File: src/rtl/capi_dma_ltag_alloc.sv
// Local read-data tag (ltag) pool allocator: round-robin arbitration between
// requesters, lowest-free-tag selection, registered grant stage and tag return.
module capi_dma_ltag_alloc #(
    parameter int ways       = 2,
    parameter int ltag_width = 6,
    parameter int cnt_width  = 7
) (
    input  logic                  clk,
    input  logic                  reset,
    input  logic [ways-1:0]       i_v,
    output logic [ways-1:0]       i_r,
    output logic                  o_v,
    input  logic                  o_r,
    output logic [ltag_width-1:0] o_ltag,
    output logic [ways-1:0]       o_sel,
    input  logic                  i_free_v,
    input  logic [ltag_width-1:0] i_free_ltag,
    output logic [cnt_width-1:0]  o_free_cnt,
    output logic                  o_empty,
    output logic                  o_err
);

    localparam int pool     = 1 << ltag_width;
    localparam int rr_width = (ways > 1) ? $clog2(ways) : 1;

    logic [pool-1:0]       fb_reg;
    logic [pool-1:0]       fb_next;
    logic [rr_width-1:0]   rr_reg;
    logic                  o_v_reg;
    logic [ltag_width-1:0] ltag_reg;
    logic [ways-1:0]       sel_reg;
    logic [cnt_width-1:0]  cnt_reg;
    logic [cnt_width-1:0]  cnt_next;
    logic                  err_reg;

    logic                  ld;
    logic                  accept;
    logic                  win_found;
    logic [rr_width-1:0]   win_idx;
    logic [ways-1:0]       win_oh;
    logic [ltag_width-1:0] alloc_idx;
    logic [pool-1:0]       alloc_dec;
    logic [pool-1:0]       free_dec;
    logic                  free_ok;
    logic                  free_dbl;

    assign ld      = !o_v_reg || o_r;
    assign o_empty = (cnt_reg == '0);
    assign accept  = ld && !o_empty && win_found;

    // Round robin: prefer the first requester above the last winner, else wrap
    // around to the lowest-numbered active requester.
    always_comb begin
        win_found = 1'b0;
        win_idx   = '0;
        win_oh    = '0;
        for (int j = 0; j < ways; j++) begin
            if (!win_found && i_v[j] && (j > int'(rr_reg))) begin
                win_found = 1'b1;
                win_idx   = j[rr_width-1:0];
            end
        end
        for (int j = 0; j < ways; j++) begin
            if (!win_found && i_v[j]) begin
                win_found = 1'b1;
                win_idx   = j[rr_width-1:0];
            end
        end
        for (int j = 0; j < ways; j++) begin
            if (win_found && (win_idx == j[rr_width-1:0])) begin
                win_oh[j] = 1'b1;
            end
        end
    end

    // Lowest-numbered free tag; scanning downward lets the last hit win.
    always_comb begin
        alloc_idx = '0;
        for (int i = pool - 1; i >= 0; i--) begin
            if (fb_reg[i]) begin
                alloc_idx = i[ltag_width-1:0];
            end
        end
    end

    assign free_ok   = i_free_v && !fb_reg[i_free_ltag];
    assign free_dbl  = i_free_v && fb_reg[i_free_ltag];
    assign alloc_dec = accept  ? (pool'(1) << alloc_idx)   : '0;
    assign free_dec  = free_ok ? (pool'(1) << i_free_ltag) : '0;

    // Allocated and returned tags never coincide: one is free, the other busy.
    genvar gi;
    generate
        for (gi = 0; gi < pool; gi++) begin : g_fb
            assign fb_next[gi] = (fb_reg[gi] & ~alloc_dec[gi]) | free_dec[gi];
        end
        for (gi = 0; gi < ways; gi++) begin : g_ir
            assign i_r[gi] = accept & win_oh[gi];
        end
    endgenerate

    assign cnt_next = cnt_reg - cnt_width'(accept) + cnt_width'(free_ok);

    always_ff @(posedge clk) begin
        if (reset) begin
            fb_reg   <= '1;
            rr_reg   <= rr_width'(ways - 1);
            o_v_reg  <= 1'b0;
            ltag_reg <= '0;
            sel_reg  <= '0;
            cnt_reg  <= cnt_width'(pool);
            err_reg  <= 1'b0;
        end else begin
            fb_reg  <= fb_next;
            cnt_reg <= cnt_next;
            if (free_dbl) begin
                err_reg <= 1'b1;
            end
            if (ld) begin
                o_v_reg <= accept;
                if (accept) begin
                    ltag_reg <= alloc_idx;
                    sel_reg  <= win_oh;
                    rr_reg   <= win_idx;
                end
            end
        end
    end

    assign o_v        = o_v_reg;
    assign o_ltag     = ltag_reg;
    assign o_sel      = sel_reg;
    assign o_free_cnt = cnt_reg;
    assign o_err      = err_reg;

endmodule
File: config.mk
export PLATFORM = sky130hd
export DESIGN_NAME = capi_dma_ltag_alloc
export DESIGN_NICKNAME = d
export VERILOG_FILES = /design/src/rtl/capi_dma_ltag_alloc.sv
export SDC_FILE = /design/constraint.sdc
export NUM_CORES = 1
export LEC_CHECK = 0
export CORE_UTILIZATION = 50
export CTS_CLUSTER_DIAMETER = 80
export DETAILED_ROUTE_END_ITERATION = 10
export DONT_BUFFER_PORTS = 1
export PLACE_DENSITY_LB_ADDON = 0.08
export SLEW_MARGIN = 20
export SYNTH_ARGS = -nofsm -noshare
export SYNTH_HDL_FRONTEND = slang
export SYNTH_SLANG_ARGS = --single-unit
export TNS_END_PERCENT = 100
File: constraint.sdc
create_clock -name clk -period 5 [get_ports clk]
set_input_delay 0.5 -clock clk [delete_from_list [all_inputs] [get_ports clk]]
set_output_delay 0.5 -clock clk [all_outputs]
set_load 0.02 [all_outputs]
; Word-level counts from Yosys, hierarchy flattened
; Cells that the tools add are included.
[totals]
ff_bits = 82
latchBits = 0
ramBits = 0
romBits = 0
input_bits = 12
output_inout_bits = 20
elab_cells = 300
n_memories = 0
[classes]
n_addsub = 2
multipliers = 0
n_div = 0
n_lt_le_gt_ge = 2
n_eq_ne = 0
n_shift = 2
muxes = 75
n_bitwise = 195
n_reduce_logical = 17
[op_table]
columns = operator, n
row1 = two-way mux 6 bit, 64
row2 = two-way mux 64 bit, 2
row3 = "left shift 1 x 6 -> 64 bit, first input constant", 2
row4 = bitwise AND 1 bit, 66
row5 = inverter 1 bit, 65
row6 = bitwise OR 1 bit, 64
row7 = logical AND 1 bit, 9
row8 = two-way mux 1 bit, 8
row9 = adder 7 x 1 -> 7 bit, 1
row10 = zero test 7 bit, 1
row11 = "less-than comparator 6 x 7 -> 1 bit, second input constant", 1
row12 = subtractor 7 x 1 -> 7 bit, 1
row13 = binary-select mux 1 bit (select 6 bit), 1
row14 = zero test 1 bit, 5
row15 = AND reduction 2 bit, 1
row16 = "greater-than comparator 1 bit, first input constant", 1
row17 = logical OR 1 bit, 1

; Longest topological paths before layout
[logic_depth]
ltp_word = 69
mapped_depth = 20
ltp_nobuf = 19

; Worst setup path after synthesis
; No wires, ideal clock.
[synth_path]
kind = input -> register
start = input port i_free_ltag[1]
end = register cnt_reg[6], in the netlist o_free_cnt[6]
setup_time_ps = 114
arrival_time_ps = 3933
required_ps = 4886
path_slack_ps = 954
cell_stages = 20
path_buffers = 2
cell_sequence = buf_2 -> mux4_2 -> mux2i_1 -> o22ai_1 -> or4b_1 -> buf_2 -> nand2_1 -> nand2_1 -> ha_1 -> inv_1 -> ha_1 -> inv_1 -> fa_1 -> inv_1 -> a21oi_1 -> nor2_1 -> o21ai_0 -> a21oi_1 -> or3_1 -> a21o_1
[synth_via]
elab_chain_len = 5
[synth_lines]
columns = item, line_no
row1 = start: declaration, 17  ; input logic [ltag_width-1:0] i_free_ltag,
row2 = binary-select mux 1 bit (select 6 bit), 86  ; assign free_ok = i_free_v && !fb_reg[i_free_ltag];
row3 = two-way mux 1 bit (implied by the code), 86
row4 = zero test 1 bit, 86
row5 = logical AND 1 bit, 86
row6 = adder 7 x 1 -> 7 bit, 102  ; assign cnt_next = cnt_reg - cnt_width'(accept) + cnt_width'(free_ok);
row7 = end signal: assignment, 111  ; cnt_reg <= cnt_width'(pool);
row8 = end signal: assignment, 115  ; cnt_reg <= cnt_next;
row9 = end: declaration, 32  ; logic [cnt_width-1:0] cnt_reg;
; Every way passes these cells. The select of a mux whose other input is x is not followed.
; A chain may end at the register's enable or synchronous reset.

; Final worst setup path
[layout_path]
start = register fb_reg[3]
end = register cnt_reg[6], in the netlist o_free_cnt[6]
[layout_via]
elab_chain_len = 5
[layout_lines]
columns = item, line_no
row1 = start: declaration, 26  ; logic [pool-1:0] fb_reg;
row2 = start signal: assignment, 114  ; fb_reg <= fb_next;
row3 = binary-select mux 1 bit (select 6 bit), 86
row4 = two-way mux 1 bit (implied by the code), 86
row5 = zero test 1 bit, 86
row6 = logical AND 1 bit, 86
row7 = adder 7 x 1 -> 7 bit, 102
; Every way passes these cells. The select of a mux whose other input is x is not followed.

==> flow_summary.ini <==
[timing]
hold_viol_final = 0
clock_skew_ns = 0.00874
fin_tns_setup_ns = 0
timing.final.crit_share = 0.806
max_freq_ghz = 0.248
fin_crit_ns = 4.03
rsz0062_at_grt = no
max-slew-margin-rel = 0.302
layout_setup_ws_ns = 0.972
worst_pin_slew_ns = 1.04
timing.final.max_slew_violations = 0
setup_viol = 0

[finish]
syn2layout_area_growth_pct = 3.82
fin_nets = 557
nFillCells = 970
drive_gt1_frac = 0.145
antenna_cells = 0
largest_reg_flops = 64

[yosys]
synth-edff-count = 0
synth-seq-cells = 82
yosysSeqAreaShare = 0.312
synthCells = 561
syn-cell-area_um2 = 5270
async_reset_ff_frac = 0
synth_area_per_cell_um2 = 9.39
synthDistinctLibCells = 73
syn_nets = 583
yosysTopAreaCell = dfxtp_1
synth_area_leaders = dfxtp_1, a221o_1, mux4_2
synth_top_cell_area_share = 0.312
synth_ff_type = dfxtp_1
ys_warn_count = 0

[placement]
gp_congestion = 0.882
io_buffer_count = 0
dp_hpwl_um = 11200
detailedPlace.worstSlack_ns = 0.868

[power]
p_int_w = 0.000998
netSwitchingFraction = 0.336
power_frac_comb = 0.217
clockPowerShare = 0.276
leakagePower_nw = 1.68
p_per_area_nw_per_um2 = 275
p_switching_w = 0.000505
max-vdd-ir-drop_uv = 299
power_frac_seq = 0.507

[clock_tree]
cts_setup_buffers = 0
clock_sinks = 82
ctsRootBufferMaster = clkbuf_8
clk_pin_slew_ns = 0.08
cts.repair.resized = 0
ctsLongestPathBuffers = 2
cts_buffers = 9
cts.htree.levels = 3
cts_tree = yes
clock_latency_ns = 0.38
hold_buffers = 0

[critical_path]
arrival_ns = 4.30
critical_path.top_delay_family = simple AND/OR/NAND/NOR gates
cp_num_buf_inv = 3
critPathKind = reg -> reg
start_kind = register
crit-reg2reg-launch = fb_reg[3]
endpoint = o_free_cnt[6]
cp-startpoint = fb_reg[3]
cp_common_cell = inv_1
worstSetupPathDepth = 18
cp-end-kind = register
path_max_fanout = 8
rr_endpoint = o_free_cnt[6]
cp_data_required_time_ns = 5.28
crit_chain = mux4_2 -> mux2i_1 -> o22ai_1 -> or4b_1 -> nand2_1 -> nand2_1 -> ha_1 -> inv_1 -> ha_1 -> inv_1 -> fa_1 -> inv_1 -> a21oi_1 -> nor2_1 -> o21ai_0 -> a21oi_1 -> or3_1 -> a21o_1
crit_path_max_incr_delay_ns = 0.74
r2r_cells = 18
cp_slowest_cell = or4b_1
regToRegSetupSlack_ns = 0.97

[routing]
drtAntennaViolNets = 0
drt_iter0_drc = 434
routedWlPerCell_um = 24.7
drc = 0
via_per_inst = 7.39
vias = 4985
wirelength_um = 16600
dr.pass1.iters = 5

[floorplan]
dieArea_um2 = 11000
fp.dieW_um = 105
die_height_um = 105
ios = 32
core_region_area_um2 = 10300
row_count = 37
floorplan.initialDensity = 0.513

[global_route]
track_usage = 0.316
antenna_found_initial = 0
grt_max_degree = 83
first_global_vias = 4697
grt.overflow.total = 0
grt_pass1_wl_um = 26500

[hold_path]
hold_path_class = in -> reg

[run_status]
status = completed

[job]
maxCapViolCount = 0
[worst min path at each step]
stage               startpoint         to  slack [ns]  cells past startpoint
CTS                      reset  o_ltag[3]        0.17                      1
global placement        rr_reg     rr_reg        0.44                      1
floorplan               rr_reg     rr_reg        0.44                      1
detailed placement      rr_reg     rr_reg        0.46                      1
finish                   reset  o_ltag[1]        0.19                      1
global route             reset  o_ltag[1]        0.16                      1
[cell type report]
type                    count  area [um2]  area share
clock inverters             4        20.0     0.00366
clock buffers              11         131      0.0240
multi-input cells         418        3400       0.622
repair buffers              4        30.0     0.00549
inverters                  20        75.1      0.0137
flip-flops and latches     82        1640       0.300
well taps                 136         170      0.0311
[logic make-up after synthesis]
family | synth area share
fa+ha+maj | 0.0252
simple gates | 0.252
flops | 0.312
xor+xnor | 0.00665
buf+inv | 0.0494
compound gates | 0.275
mux | 0.0798
[cells in the final DEF, fill, tap and decap left out, drive strengths merged, types with 19 or more instances in the layout]
cell type	n
dfxtp	82
nor3	26
a21oi	23
o211ai	26
nand4	32
nor2	52
nand2	25
nor4	21
inv	19
a221o	62
[through the flow]
stage / area [um2] / total power [W] / utilization / hold WS (ns) / instances
floorplan: 5270 / 0.00104 / - / 0.436 / 561
CTS: 5470 / 0.00151 / 0.532 / 0.172 / 675
global placement: 5320 / 0.00109 / 0.517 / 0.444 / 660
detailed placement: 5320 / 0.00110 / 0.517 / 0.456 / 660
global route: 5470 / 0.00158 / 0.532 / 0.158 / 675
finish: 5470 / 0.00150 / 0.532 / 0.187 / 675
[worst reg2reg max path, cell delays in order (launching register included)]
cell,delay (ns)
dfxtp_1,0.41
mux4_2,0.48
mux2i_1,0.17
o22ai_1,0.08
or4b_1,0.74
nand2_1,0.13
nand2_1,0.07
ha_1,0.26
inv_1,0.04
ha_1,0.18
inv_1,0.08
fa_1,0.20
inv_1,0.05
a21oi_1,0.13
nor2_1,0.06
o21ai_0,0.20
a21oi_1,0.11
or3_1,0.35
a21o_1,0.19
[power groups by stage]
stage               sequential [W]  combinational (W)  clock [W]
floorplan                 0.000766           0.000276          0
global placement          0.000777           0.000317          0
detailed placement        0.000778           0.000323          0
CTS                       0.000763           0.000326   0.000419
global route              0.000767           0.000363   0.000449
finish                    0.000761           0.000327   0.000415
[synthesized netlist by cell type, drive strengths merged, types with 4 or more instances]
library cell / instances
nor4: 21
o211ai: 26
nor3: 26
mux4: 16
nand4: 32
dfxtp: 82
o221ai: 9
or4: 5
or3: 5
a221o: 62
nor2: 52
clkbuf: 27
nor2b: 8
nand2: 25
ha: 9
buf: 14
a21oi: 23
o21bai: 6
a211o: 5
mux2i: 6
a21o: 4
o21ai: 15
o41ai: 4
nand3: 7
inv: 19
nand2b: 6
[metal layers]
layer | GRT usage | up-vias | wire, um
met1 | 0.420 | 2438 | 7060
met4 | 0.137 | 0 | 478
met5 | 0 | - | 0
li1 | - | 2215 | -
met3 | 0.0948 | 43 | 1660
met2 | 0.474 | 289 | 7450
Power figures use the tool's default switching activity.
